==> src/rtl/i2c_pkg.sv <==
// Shared I2C definitions used by both the target and the master side.
package i2c_pkg;
  typedef enum logic [2:0] {
    ST_IDLE, ST_ADDR, ST_ADDR_ACK, ST_WR_DATA,
    ST_WR_ACK, ST_RD_DATA, ST_RD_ACK, ST_WAIT_STOP
  } i2c_state_e;

  localparam logic ACK      = 1'b0;
  localparam logic NACK     = 1'b1;
  localparam logic RW_WRITE = 1'b0;
  localparam logic RW_READ  = 1'b1;
endpackage

==> src/rtl/i2c_slave_if.sv <==
// Pad-side I2C signals; SDA is open drain, so the target only ever pulls it low.
interface i2c_slave_if;
  logic scl_i;
  logic sda_i;
  logic sda_oe;

  modport slave  (input scl_i, sda_i, output sda_oe);
  modport master (output scl_i, sda_i, input sda_oe);
endinterface

==> src/rtl/i2c_bus_sync.sv <==
// Two-flop synchronisers for SCL/SDA plus edge, START and STOP detection.
module i2c_bus_sync (
  input  logic clk,
  input  logic rst,
  input  logic scl_raw,
  input  logic sda_raw,
  output logic sda,
  output logic scl_rise,
  output logic scl_fall,
  output logic start,
  output logic stop
);
  logic [1:0] scl_ff, sda_ff;
  logic       scl_d, sda_d;
  logic       scl;

  // Reset to 1 so an idle bus does not look like an edge when rst drops.
  always_ff @(posedge clk or posedge rst) begin
    if (rst) begin
      scl_ff <= 2'b11;
      sda_ff <= 2'b11;
      scl_d  <= 1'b1;
      sda_d  <= 1'b1;
    end else begin
      scl_ff <= {scl_ff[0], scl_raw};
      sda_ff <= {sda_ff[0], sda_raw};
      scl_d  <= scl_ff[1];
      sda_d  <= sda_ff[1];
    end
  end

  assign scl      = scl_ff[1];
  assign sda      = sda_ff[1];
  assign scl_rise = scl & ~scl_d;
  assign scl_fall = ~scl & scl_d;
  // SCL must be high on both samples so an SDA change at an SCL edge is not misread.
  assign start    = scl & scl_d & sda_d & ~sda;
  assign stop     = scl & scl_d & ~sda_d & sda;
endmodule

==> src/rtl/i2c_slave.sv <==
// I2C target: 7-bit address match, 8-byte RX capture window, 8-byte TX read window.
module i2c_slave
  import i2c_pkg::*;
(
  input  logic              clk,
  input  logic              rst,
  input  logic              i_en,
  input  logic [6:0]        i_own_addr,
  input  logic [63:0]       i_tx_data,
  input  logic [2:0]        i_tx_len,
  i2c_slave_if.slave        bus,
  output logic [63:0]       o_rx_data,
  output logic [3:0]        o_rx_cnt,
  output logic              o_rx_done,
  output logic              o_tx_done,
  output logic              o_busy,
  output logic              o_err
);
  i2c_state_e  state;
  logic [7:0]  shift;
  logic [3:0]  bit_cnt;
  logic [2:0]  byte_idx;
  logic        rw;
  logic        wr_act;
  logic        sda_oe;
  logic        sda, scl_rise, scl_fall, start, stop;
  logic [7:0]  ld_byte;
  logic        end_pulse;

  i2c_bus_sync u_sync (
    .clk      (clk),
    .rst      (rst),
    .scl_raw  (bus.scl_i),
    .sda_raw  (bus.sda_i),
    .sda      (sda),
    .scl_rise (scl_rise),
    .scl_fall (scl_fall),
    .start    (start),
    .stop     (stop)
  );

  assign bus.sda_oe = sda_oe;
  assign ld_byte    = i_tx_data[{byte_idx, 3'b000} +: 8];
  assign end_pulse  = wr_act && (o_rx_cnt != 4'd0);

  always_ff @(posedge clk or posedge rst) begin
    if (rst) begin
      state     <= ST_IDLE;
      shift     <= '0;
      bit_cnt   <= '0;
      byte_idx  <= '0;
      rw        <= RW_WRITE;
      wr_act    <= 1'b0;
      sda_oe    <= 1'b0;
      o_rx_data <= '0;
      o_rx_cnt  <= '0;
      o_rx_done <= 1'b0;
      o_tx_done <= 1'b0;
      o_busy    <= 1'b0;
      o_err     <= 1'b0;
    end else begin
      o_rx_done <= 1'b0;
      o_tx_done <= 1'b0;
      if (!i_en) begin
        state  <= ST_IDLE;
        sda_oe <= 1'b0;
        o_busy <= 1'b0;
        wr_act <= 1'b0;
      end else if (stop) begin
        o_rx_done <= end_pulse;
        state     <= ST_IDLE;
        sda_oe    <= 1'b0;
        o_busy    <= 1'b0;
        wr_act    <= 1'b0;
      end else if (start) begin
        o_rx_done <= end_pulse;
        state     <= ST_ADDR;
        bit_cnt   <= '0;
        sda_oe    <= 1'b0;
        o_busy    <= 1'b0;
        wr_act    <= 1'b0;
      end else begin
        case (state)
          ST_ADDR: begin
            if (scl_rise && bit_cnt != 4'd8) begin
              shift   <= {shift[6:0], sda};
              bit_cnt <= bit_cnt + 4'd1;
            end else if (scl_fall && bit_cnt == 4'd8) begin
              if (shift[7:1] == i_own_addr) begin
                state    <= ST_ADDR_ACK;
                sda_oe   <= 1'b1;
                o_busy   <= 1'b1;
                o_err    <= 1'b0;
                rw       <= shift[0];
                byte_idx <= '0;
              end else begin
                state <= ST_WAIT_STOP;
              end
            end
          end
          ST_ADDR_ACK: begin
            if (scl_fall) begin
              if (rw == RW_WRITE) begin
                sda_oe    <= 1'b0;
                o_rx_data <= '0;
                o_rx_cnt  <= '0;
                wr_act    <= 1'b1;
                bit_cnt   <= '0;
                state     <= ST_WR_DATA;
              end else begin
                // First read bit goes out on the same fall that ends the address ACK.
                sda_oe  <= ~ld_byte[7];
                shift   <= {ld_byte[6:0], 1'b0};
                bit_cnt <= 4'd1;
                state   <= ST_RD_DATA;
              end
            end
          end
          ST_WR_DATA: begin
            if (scl_rise && bit_cnt != 4'd8) begin
              shift   <= {shift[6:0], sda};
              bit_cnt <= bit_cnt + 4'd1;
            end else if (scl_fall && bit_cnt == 4'd8) begin
              if (!o_rx_cnt[3]) begin
                o_rx_data[{o_rx_cnt[2:0], 3'b000} +: 8] <= shift;
                o_rx_cnt <= o_rx_cnt + 4'd1;
                sda_oe   <= 1'b1;
                state    <= ST_WR_ACK;
              end else begin
                o_err  <= 1'b1;
                sda_oe <= 1'b0;
                state  <= ST_WAIT_STOP;
              end
            end
          end
          ST_WR_ACK: begin
            if (scl_fall) begin
              sda_oe  <= 1'b0;
              bit_cnt <= '0;
              state   <= ST_WR_DATA;
            end
          end
          ST_RD_DATA: begin
            if (scl_fall) begin
              if (bit_cnt == 4'd8) begin
                sda_oe <= 1'b0;
                state  <= ST_RD_ACK;
              end else if (bit_cnt == 4'd0) begin
                sda_oe  <= ~ld_byte[7];
                shift   <= {ld_byte[6:0], 1'b0};
                bit_cnt <= 4'd1;
              end else begin
                sda_oe  <= ~shift[7];
                shift   <= {shift[6:0], 1'b0};
                bit_cnt <= bit_cnt + 4'd1;
              end
            end
          end
          ST_RD_ACK: begin
            if (scl_rise) begin
              if (sda == ACK) begin
                // bit_cnt 0 makes the next fall load the following byte.
                bit_cnt <= '0;
                state   <= ST_RD_DATA;
                if (byte_idx == i_tx_len) begin
                  byte_idx <= '0;
                  o_err    <= 1'b1;
                end else begin
                  byte_idx <= byte_idx + 3'd1;
                end
              end else begin
                o_tx_done <= 1'b1;
                state     <= ST_WAIT_STOP;
              end
            end
          end
          default: ;
        endcase
      end
    end
  end
endmodule

==> src/flat_wrapper.sv <==
// flat-port wrapper written by rule: the top's interface ports become plain ports
module i2c_slave_flat import i2c_pkg::*;
  (clk, rst, i_en, i_own_addr, i_tx_data, i_tx_len, o_rx_data, o_rx_cnt, o_rx_done, o_tx_done, o_busy, o_err, bus_scl_i, bus_sda_i, bus_sda_oe);
  i2c_slave_if bus_i ();
  input  logic clk;
  input  logic rst;
  input  logic i_en;
  input  logic [6:0] i_own_addr;
  input  logic [63:0] i_tx_data;
  input  logic [2:0] i_tx_len;
  output logic [63:0] o_rx_data;
  output logic [3:0] o_rx_cnt;
  output logic o_rx_done;
  output logic o_tx_done;
  output logic o_busy;
  output logic o_err;
  input wire logic [$bits(bus_i.scl_i)-1:0] bus_scl_i;
  input wire logic [$bits(bus_i.sda_i)-1:0] bus_sda_i;
  output wire logic [$bits(bus_i.sda_oe)-1:0] bus_sda_oe;
  assign bus_i.scl_i = bus_scl_i;
  assign bus_i.sda_i = bus_sda_i;
  assign bus_sda_oe = bus_i.sda_oe;
  i2c_slave u_core (.clk(clk), .rst(rst), .i_en(i_en), .i_own_addr(i_own_addr), .i_tx_data(i_tx_data), .i_tx_len(i_tx_len), .bus(bus_i), .o_rx_data(o_rx_data), .o_rx_cnt(o_rx_cnt), .o_rx_done(o_rx_done), .o_tx_done(o_tx_done), .o_busy(o_busy), .o_err(o_err));
endmodule
==> config.mk <==
export PLATFORM = sky130hd
export DESIGN_NAME = i2c_slave_flat
export DESIGN_NICKNAME = d
export VERILOG_FILES = /design/src/rtl/i2c_pkg.sv /design/src/rtl/i2c_slave_if.sv /design/src/rtl/i2c_bus_sync.sv /design/src/rtl/i2c_slave.sv /design/src/flat_wrapper.sv
export SDC_FILE = /design/constraint.sdc
export NUM_CORES = 1
export LEC_CHECK = 0
export BUFFER_PORTS_ARGS = -buffer_cell sky130_fd_sc_hd__buf_2
export CORE_MARGIN = 2
export CORE_UTILIZATION = 35
export CTS_CLUSTER_DIAMETER = 80
export DETAILED_ROUTE_END_ITERATION = 8
export PLACE_DENSITY_LB_ADDON = 0.12
export SLEW_MARGIN = 20
export SYNTH_ARGS = -nofsm -noshare
export SYNTH_HDL_FRONTEND = slang
export SYNTH_HIERARCHICAL = 1
export SYNTH_SLANG_ARGS = --single-unit
==> constraint.sdc <==
create_clock -name clk -period 7.6 [get_ports clk]
set_clock_uncertainty 0.05 [all_clocks]
set_input_delay 0.76 -clock clk [delete_from_list [all_inputs] [get_ports clk]]
set_output_delay 0.76 -clock clk [all_outputs]
set_load 0.02 [all_outputs]
==> flow_summary.yaml <==
outcome:
  outcome: "finished clean"
place:
  hpwl_um: 10900
  gp_congestion: 0.841
  place_area_um2: 6000
  place_ws_ns: 3.88
  io_buffers: 151
clock_tree:
  clockRootBuffer: "clkbuf_16"
  path_clk_slew_ns: 0.07
  htreeDepth: 3
  cts_resized: 0
  cts_buffer_depth: 2
  post_cts.repair.setup_buffers: 0
  cts_tree: "yes"
  cts_buffers: 9
  cts_hold_buf: 0
  clock_latency_ns: 0.35
  clock-sinks: 99
critical_path:
  reg2reg_depth: 6
  required_ns: 7.84
  r2r_setup_slack_ns: 3.81
  critPathTopFamily: "simple AND/OR/NAND/NOR gates"
  cp-start-kind: "flop"
  path_buf_inv: 0
  cp.arrival_ns: 4.03
  endpoint_kind: "flop"
  crit_fanout: 25
  cpPeakStageDelay_ns: 0.82
  crit_chain: "nor2b_1 > a31oi_1 > a311oi_2 > nand2_2 > nor2_1 > a22o_1"
  crit_slowest_cell: "dfrtp_1"
  r2r_start: "u_core/state[0]"
  critical_path_class: "flop to flop"
  r2r_end: "u_core/o_rx_data[7]"
synthesis:
  yosysWarningCount: 6
  ys_types: 58
  avgSynthCellArea_um2: 10.8
  synth_area_um2: 5130
  synth_edf_count: 0
  async_flop_share_pct: 100
  yosysSeqAreaShare_pct: 48.5
  synthFlopType: "dfrtp_1"
  syn_nets: 558
  ys_seq_elements: 99
  synthCells: 473
floorplanning:
  ios: 152
  initial_core_util_pct: 35.5
  fp.dieW_um: 125
  row_count: 44
  dieArea_um2: 15600
  die_h_um: 125
  core_um2: 14400
sta:
  period_share_pct: 49.9
  worst_slew_pin_slew_ns: 0.866
  max_freq_ghz: 0.264
  slew_violations: 0
  grt_setup_unrepaired: "no"
  hold_viol_final: 0
  slew-limit-headroom_pct: 41.8
  holdWs_ns: 0.307
  period_minus_slack_ns: 3.79
  setup_violations: 0
  tns_ns: 0
  setup_slack_ns: 3.81
finish:
  drive_gt1_share_pct: 33.9
  nNetsFinal: 691
  diodes: 0
  postLayoutCellArea_um2: 6300
  syn_to_final_growth_pct: 22.8
power:
  power_w: 0.00178
  p_per_area_nw_per_um2: 283
  ir_drop_uv: 154
  p_leak_nw: 3.02
routing:
  routed_via_density: 5.47
  ant_nets: 0
  dr.pass1.iters: 5
  first_iter_violations: 290
  drt_wl_total_um: 15100
  wire_per_inst_um: 19.0
  routed-via-count: 4348
  drc: 0
global_routing:
  overflow: 0
  grt_max_degree: 60
  antenna_found_initial: 0
  grt_pass1_vias: 4303
  grtUsageTotal_pct: 19.2
  grt_pass1_wl_um: 23800
hold_path:
  worstHoldPathType: "flop to flop"
  hp-start: "u_core/u_sync/sda_ff[0]"
  holdPathStages: 0
  holdPathEnd: "u_core/u_sync/sda_ff[1]"
run:
  drv_cap: 0
==> metrics by stage <==
step                cells  util (%)
floorplan             473         -
global placement      779      41.6
detailed placement    779      41.6
CTS                   795      43.6
global route          795      43.7
finish                795      43.7
==> logic make-up (layout without fill, tap and decap cells) <==
logic type / count (synthesis) / in the layout / share of synthesized area, %
AO/OA/AOI/OAI: 155 / 155 / 22.0
AND/OR/NAND/NOR: 130 / 130 / 14.2
flip-flops: 99 / 99 / 48.5
buffers and inverters: 47 / 185 / 3.64
multiplexers: 25 / 25 / 8.35
XOR/XNOR: 11 / 11 / 1.88
adder cells (fa/ha/maj): 6 / 6 / 1.46
==> synthesized netlist by cell type (3+ instances only) <==
master | number | area (µm²)
a211oi_1 | 3 | 22.5
a21oi_1 | 8 | 40.0
a22o_1 | 64 | 561
a31oi_1 | 5 | 31.3
and4b_1 | 3 | 30.0
buf_1 | 4 | 15.0
buf_2 | 5 | 25.0
clkbuf_1 | 20 | 75.1
dfrtp_1 | 93 | 2330
dfstp_2 | 6 | 158
ha_1 | 6 | 75.1
inv_1 | 17 | 63.8
mux2i_1 | 9 | 90.1
mux4_2 | 14 | 315
nand2_1 | 42 | 158
nand2b_1 | 7 | 43.8
nand3_1 | 11 | 55.1
nor2_1 | 22 | 82.6
nor2b_1 | 7 | 43.8
nor3_1 | 8 | 40.0
nor3_2 | 5 | 50.1
nor3b_1 | 3 | 22.5
nor4_1 | 5 | 31.3
o211ai_1 | 3 | 22.5
o21ai_0 | 39 | 195
o21ai_1 | 9 | 45.0
o31ai_1 | 3 | 22.5
xnor2_1 | 7 | 61.3
xor2_1 | 4 | 35.0
==> metal layers <==
metal	track usage [%]	vias to the layer above	routed length (µm)
li1	-	2048	-
met1	26.8	2127	6960
met2	31.1	169	7090
met3	3.98	4	962
met4	4.31	0	78
met5	0	-	0
==> where the power goes <==
group / switching [W] / internal (W) / leakage, nW / total, W
logic: 0.000334 / 0.000218 / 1.54 / 0.000552
clock network: 0.000216 / 0.000238 / 0.143 / 0.000454
registers: 0.000198 / 0.000580 / 1.34 / 0.000779
total: 0.000748 / 0.00104 / 3.02 / 0.00178
==> final cells by class <==
cell class | instances | area [µm²]
fill | 1446 | 8130
sequential | 99 | 2490
multi-input combinational | 327 | 2460
timing repair buffer | 152 | 763
clock buffer | 10 | 239
tap | 184 | 230
inverter | 17 | 65.1
clock inverter | 6 | 56.3
==> placed cells by master, fill, tap and decap left out, types with 3 or more instances in the layout <==
cell	count
xnor2_1	7
nor4_1	5
a211oi_1	3
o21ai_1	9
nor3_2	5
inv_1	16
nand3_1	11
nor3b_1	3
o21ai_0	39
mux4_2	14
nand2b_1	7
dfrtp_1	92
nor2_1	22
nor3_1	8
a22o_1	64
o31ai_1	3
a31oi_1	5
a21oi_1	8
buf_2	151
xor2_1	4
o211ai_1	3
nand2_1	42
nor2b_1	7
dfstp_2	6
clkbuf_16	9
ha_1	6
mux2i_1	9
and4b_1	3
==> worst max-delay path by stage <==
stage	cells past startpoint	from	slack, ns	to
3_5_place_dp	7	u_core/u_sync/sda_ff[1]	3.88	u_core/o_rx_data[6]
4_1_cts	6	u_core/state[0]	3.85	u_core/o_rx_data[7]
3_3_place_gp	7	u_core/u_sync/sda_ff[1]	3.96	u_core/o_rx_data[7]
5_1_grt	6	u_core/state[0]	3.54	u_core/o_rx_data[0]
2_1_floorplan	1	rst	4.37	u_core/bit_cnt[0]
6_report	6	u_core/state[0]	3.81	u_core/o_rx_data[7]
==> state kept, by name, summed over array words and instances, names as in the netlist, 2 cells and up <==
name                  flops
u_core/bit_cnt            4
u_core/byte_idx           3
u_core/o_rx_cnt           4
u_core/o_rx_data         64
u_core/shift              8
u_core/state              3
u_core/u_sync/scl_ff      2
u_core/u_sync/sda_ff      2
Power figures use the tool's default switching activity.
